===== src/rtl/alu_result_stage.sv =====
// Result register stage behind the arithmetic unit: derives C/Z/N(/P) status on push and buffers
// results in a 2-entry FIFO towards writeback. Optional parity flag: define ALU_RESULT_PARITY_EN.
package alu_result_pkg;
    typedef enum logic [3:0] {
        OP_ADD = 4'd0,
        OP_SUB = 4'd1,
        OP_INC = 4'd2,
        OP_DEC = 4'd3,
        OP_SHL = 4'd4,
        OP_SHR = 4'd5,
        OP_MUL = 4'd6,
        OP_DIV = 4'd7
    } enum_alu_opcode_t;
endpackage

module alu_result_stage
    import alu_result_pkg::*;
#(
    parameter int DATA_WIDTH = 16,
    parameter int REG_ADDR_W = 3,
    parameter int DEPTH      = 2
) (
    input  logic                  clk,
    input  logic                  rst_n,
    input  logic                  flush,
    input  logic                  in_valid,
    output logic                  in_ready,
    input  logic [DATA_WIDTH-1:0] in_result,
    input  logic [1:0]            in_ext,
    input  enum_alu_opcode_t      in_opcode,
    input  logic [REG_ADDR_W-1:0] in_dest,
    input  logic                  in_flag_we,
    output logic                  out_valid,
    input  logic                  out_ready,
    output logic [DATA_WIDTH-1:0] out_data,
    output logic [REG_ADDR_W-1:0] out_dest,
    output logic                  status_c,
    output logic                  status_z,
    output logic                  status_n,
    output logic                  status_p,
    output logic                  carry_fb
);
    localparam logic [1:0] FULL_CNT = 2'(DEPTH);

    logic [DATA_WIDTH-1:0] data_mem_q [2];
    logic [DATA_WIDTH-1:0] data_mem_d [2];
    logic [REG_ADDR_W-1:0] dest_mem_q [2];
    logic [REG_ADDR_W-1:0] dest_mem_d [2];
    logic                  wr_ptr_q, wr_ptr_d, rd_ptr_q, rd_ptr_d;
    logic [1:0]            count_q, count_d;
    logic [DATA_WIDTH-1:0] out_data_q, out_data_d;
    logic [REG_ADDR_W-1:0] out_dest_q, out_dest_d;
    logic                  status_c_q, status_c_d;
    logic                  status_z_q, status_z_d;
    logic                  status_n_q, status_n_d;
    logic                  push, pop, flag_upd, c_new;

    assign in_ready  = (count_q != FULL_CNT);
    assign out_valid = (count_q != 2'd0);
    assign push      = in_valid & in_ready;
    assign pop       = out_valid & out_ready;
    assign flag_upd  = push & in_flag_we & ~flush;

    always_comb begin
        c_new = 1'b0;
        case (in_opcode)
            OP_ADD, OP_SUB, OP_INC, OP_DEC, OP_SHL, OP_SHR: c_new = in_ext[0];
            OP_MUL:                                         c_new = |in_ext;
            default:                                        c_new = 1'b0;
        endcase
    end

    always_comb begin
        data_mem_d = data_mem_q;
        dest_mem_d = dest_mem_q;
        wr_ptr_d   = wr_ptr_q;
        rd_ptr_d   = rd_ptr_q;
        count_d    = count_q;
        status_c_d = status_c_q;
        status_z_d = status_z_q;
        status_n_d = status_n_q;
        if (flush) begin
            wr_ptr_d = 1'b0;
            rd_ptr_d = 1'b0;
            count_d  = 2'd0;
        end else begin
            if (push) begin
                data_mem_d[wr_ptr_q] = in_result;
                dest_mem_d[wr_ptr_q] = in_dest;
                wr_ptr_d             = ~wr_ptr_q;
            end
            if (pop)
                rd_ptr_d = ~rd_ptr_q;
            case ({push, pop})
                2'b10:   count_d = count_q + 2'd1;
                2'b01:   count_d = count_q - 2'd1;
                default: count_d = count_q;
            endcase
        end
        if (flag_upd) begin
            status_c_d = c_new;
            status_z_d = (in_result == '0);
            status_n_d = in_result[DATA_WIDTH-1];
        end
        // Output register tracks the next head so out_* hold the last value once empty.
        out_data_d = (count_d != 2'd0) ? data_mem_d[rd_ptr_d] : out_data_q;
        out_dest_d = (count_d != 2'd0) ? dest_mem_d[rd_ptr_d] : out_dest_q;
    end

    always_ff @(posedge clk or negedge rst_n) begin
        if (!rst_n) begin
            for (int i = 0; i < 2; i++) begin
                data_mem_q[i] <= '0;
                dest_mem_q[i] <= '0;
            end
            wr_ptr_q   <= 1'b0;
            rd_ptr_q   <= 1'b0;
            count_q    <= 2'd0;
            out_data_q <= '0;
            out_dest_q <= '0;
            status_c_q <= 1'b0;
            status_z_q <= 1'b0;
            status_n_q <= 1'b0;
        end else begin
            data_mem_q <= data_mem_d;
            dest_mem_q <= dest_mem_d;
            wr_ptr_q   <= wr_ptr_d;
            rd_ptr_q   <= rd_ptr_d;
            count_q    <= count_d;
            out_data_q <= out_data_d;
            out_dest_q <= out_dest_d;
            status_c_q <= status_c_d;
            status_z_q <= status_z_d;
            status_n_q <= status_n_d;
        end
    end

`ifdef ALU_RESULT_PARITY_EN
    logic status_p_q, status_p_d;

    always_comb begin
        status_p_d = status_p_q;
        if (flag_upd)
            status_p_d = ~^in_result;
    end

    always_ff @(posedge clk or negedge rst_n) begin
        if (!rst_n) status_p_q <= 1'b0;
        else        status_p_q <= status_p_d;
    end

    assign status_p = status_p_q;
`else
    assign status_p = 1'b0;
`endif

    assign out_data = out_data_q;
    assign out_dest = out_dest_q;
    assign status_c = status_c_q;
    assign status_z = status_z_q;
    assign status_n = status_n_q;
    assign carry_fb = status_c_q;
endmodule


===== config.mk =====
export PLATFORM = sky130hd
export DESIGN_NAME = alu_result_stage
export DESIGN_NICKNAME = d
export VERILOG_FILES = /design/src/rtl/alu_result_stage.sv
export SDC_FILE = /design/constraint.sdc
export NUM_CORES = 1
export LEC_CHECK = 0
export ABC_CLOCK_PERIOD_IN_PS = 2200
export BUFFER_PORTS_ARGS = -buffer_cell sky130_fd_sc_hd__buf_2
export CAP_MARGIN = 25
export CORE_AREA = 2 2 57 113
export DETAILED_ROUTE_END_ITERATION = 6
export DIE_AREA = 0 0 59 115
export HOLD_SLACK_MARGIN = 0.15
export PLACE_DENSITY = 0.73
export SYNTH_ARGS = -nofsm -noshare
export SYNTH_HDL_FRONTEND = slang
export SYNTH_SLANG_ARGS = --single-unit

===== constraint.sdc =====
create_clock -name clk -period 2.2 [get_ports clk]
set_input_delay 0.11 -clock clk [delete_from_list [all_inputs] [get_ports clk]]
set_output_delay 0.11 -clock clk [all_outputs]
set_load 0.01 [all_outputs]

==> results.yml <==
final_layout:
  final_cell_mix: "63 x dfrtp_1, 55 x buf_2, 26 x mux2_2, 22 x dlygate4sd3_1"
  area_delta_synth_final_pct: 36.4
  finalNonFillerCells: 356
  nets: 321
  diodes: 0
  fill_cells: 443
  layout-drive-gt1-share_pct: 49.1
  final_common_cell: "dfrtp_1"
  stdcell_area_um2: 3850
  utilization_pct: 65.2
timing:
  setup_viol: 0
  clock_skew_ns: 0.00435
  min_period_ns: 2.10
  period_share_pct: 95.4
  fmax_mhz: 476
  rsz0062_at_grt: "false"
  drv_slew: 0
  hold_viol: 0
  hold-worst-slack_ns: 0.164
synth:
  syn_inst: 192
  ys_warn_count: 0
  synth-simple-area-share_pct: 6.42
  ys_seq_elements: 64
  synth_top_family_by_area: "multiplexers"
  yosys.area.top_type: "dfrtp_1"
  synth.distinct_cells: 34
  synth_nets: 224
  synthTopCellsByArea: "dfrtp_1 57%, mux2_2 10%, mux2_4 7.4%"
  synth.top_cell.area_share_pct: 56.7
  synthArstFlopShare_pct: 100
  syn-cell-area_um2: 2820
  seq_area_frac_synth_pct: 56.7
  synth_flop_cell: "dfrtp_1"
  muxShareOfSynthArea_pct: 17.8
  synth_xor_xnor_area_share_pct: 0.930
  postSynthAreaPerCell_um2: 14.7
  synth_fa_ha_area_share_pct: 0.443
  synth_edf_count: 0
  synth-compound-area-share_pct: 13.7
placement:
  gp_congestion: 0.737
  dp_cells: 313
  io_buffer_count: 55
  placed_area_um2: 3230
  hpwl_um: 4170
cts:
  cts_buffer_depth: 2
  clkTransAtPathRegs_ns: 0.05
  cts_buffers: 9
  cts.sinks: 64
  htreeDepth: 3
  root_buffer: "clkbuf_16"
  cts_tree: "yes"
  clk_latency_ns: 0.32
floorplan:
  core_area_um2: 5910
  initial_utilization_pct: 47.8
  die_h_um: 115
  rows: 40
  boundaryPins: 57
  dieWidth_um: 59
  fp.dieArea_um2: 6790
critical_path:
  critical-path-top-delay-family: "compound AO/OA/AOI/OAI gates"
  worstPathArrival_ns: 2.29
  crit_buf_inv: 1
  crit_chain: "o21a_4 -> ha_4 -> nor4bb_1 -> or2_4 -> nor3_4 -> buf_4 -> a221o_1"
  cp-start-kind: "flip-flop"
  max_stage_delay_ns: 0.43
  critical_path_class: "flip-flop to flip-flop"
  end_kind: "flip-flop"
  critPathMaxFanout: 5
  required_ns: 2.39
  cpMaxStageDelayCell: "dfrtp_2"
power:
  intPower_mw: 3.94
  power_density_nw_per_um2: 1480
  switching_share_pct: 30.8
  combPwrFrac_pct: 40.1
  power_mw: 5.69
  irDropWorstVdd_mv: 0.870
  p_seq_share_pct: 34.8
  p_leak_nw: 1.79
  power_frac_clock_pct: 25.1
  power.switching_mw: 1.75
global_routing:
  grt_overflow: 0
  grt_max_degree: 54
  grt_antenna_before_repair: 0
  grt_pass1_wl_um: 10800
  track_usage_pct: 21.4
  grt_pass1_vias: 2209
worst_hold_path:
  hold_class: "input port to flip-flop"
detailed_routing:
  drt_first_pass_iters: 4
  routed_wl_um: 6620
  drc: 0
  vias: 2060
  antenna_left: 0
  wl_per_cell_um: 18.6
  post_drt_via_cell_ratio: 5.79
  drt-initial-drc-count: 66
job:
  maxCapViolations: 0
outcome:
  status: "completed"
-- registers in the layout (all words and copies together), names as in the netlist --
signal / count
carry_fb: 1
count_q: 2
data_mem_q: 32
dest_mem_q: 6
out_data: 16
out_dest: 3
rd_ptr_q: 1
status_n: 1
status_z: 1
wr_ptr_q: 1
-- worst paths after layout --
kind                         startpoint             to  slack (ns)  cells after the start
max                          count_q[1]   out_data[11]        0.10                      7
min                        in_opcode[0]       carry_fb        0.16                      3
max reg2reg                  count_q[1]   out_data[11]        0.10                      7
min reg2reg                    status_z       status_z        0.49                      2
max in group asynchronous         rst_n    out_dest[2]        1.44                      3
min in group asynchronous         rst_n  data_mem_q[9]        0.21                      2
-- metal layers --
| metal | wire [um] | global-route usage, % | up-vias | share of wire, % |
|---|---|---|---|---|
| li1 | - | - | 918 | - |
| met1 | 2720 | 27.0 | 1045 | 41 |
| met2 | 3480 | 36.0 | 86 | 53 |
| met3 | 329 | 4.95 | 11 | 5.0 |
| met4 | 82 | 6.67 | 0 | 1.2 |
| met5 | 0 | 0 | - | 0 |
-- power groups by stage --
stage                     combinational (mW)  clock [mW]  sequential [mW]
final                                   2.28        1.43             1.98
after global routing                    2.46        1.50             2.03
after CTS                               2.20        1.44             1.99
after detailed placement                2.05           0             1.99
after global placement                  1.97           0             1.96
after floorplan                         1.38           0             2.01
-- timing repair --
action,CTS,global route
pin swaps,2,2
resized for setup,1,4
buffers inserted,3,3
hold buffers,22,0
setup endpoints to repair,19,19
endpoints found under the hold margin,108,0
-- cells by family (layout without fill, tap and decap cells) --
family          count (synthesis)  count (layout)
fa+ha+maj                       1               1
other cells                     1               1
mux                            40              40
compound gates                 46              46
xor+xnor                        3               3
flops                          64              64
buf+inv                        13             114
simple gates                   24              24
-- synthesized netlist by cell type, types with 2 or more instances --
| cell | n |
|---|---|
| nand4b_1 | 2 |
| buf_6 | 6 |
| nor4bb_1 | 2 |
| buf_2 | 3 |
| a221o_1 | 19 |
| xor2_1 | 2 |
| mux2_2 | 26 |
| o21ai_0 | 3 |
| nor4_1 | 4 |
| dfrtp_1 | 64 |
| nand2_1 | 3 |
| nor2_1 | 3 |
| mux2_4 | 14 |
| buf_4 | 3 |
| o21a_1 | 19 |
-- layout make-up --
class	count	area, um2	area share (%)
multi-input cells	115	1160	30.2
clock buffers	11	253	6.56
flip-flops and latches	64	1600	41.6
clock inverters	4	53.8	1.40
repair buffers	99	698	18.1
well taps	63	78.8	2.05
-- worst min-delay path, delay by kind of cell --
kind / cells / cell delay (ns)
buf+inv: 1 / 0.08
compound gates: 2 / 0.24
-- stage by stage --
stage | setup WS [ns] | setup TNS (ns)
final | 0.100 | 0
after global routing | 0.0234 | 0
after CTS | 0.0248 | 0
after detailed placement | -0.205 | -3.63
after global placement | -0.146 | -2.74
after floorplan | 0.0433 | 0
Note: power is estimated with default switching activity, not from simulation.
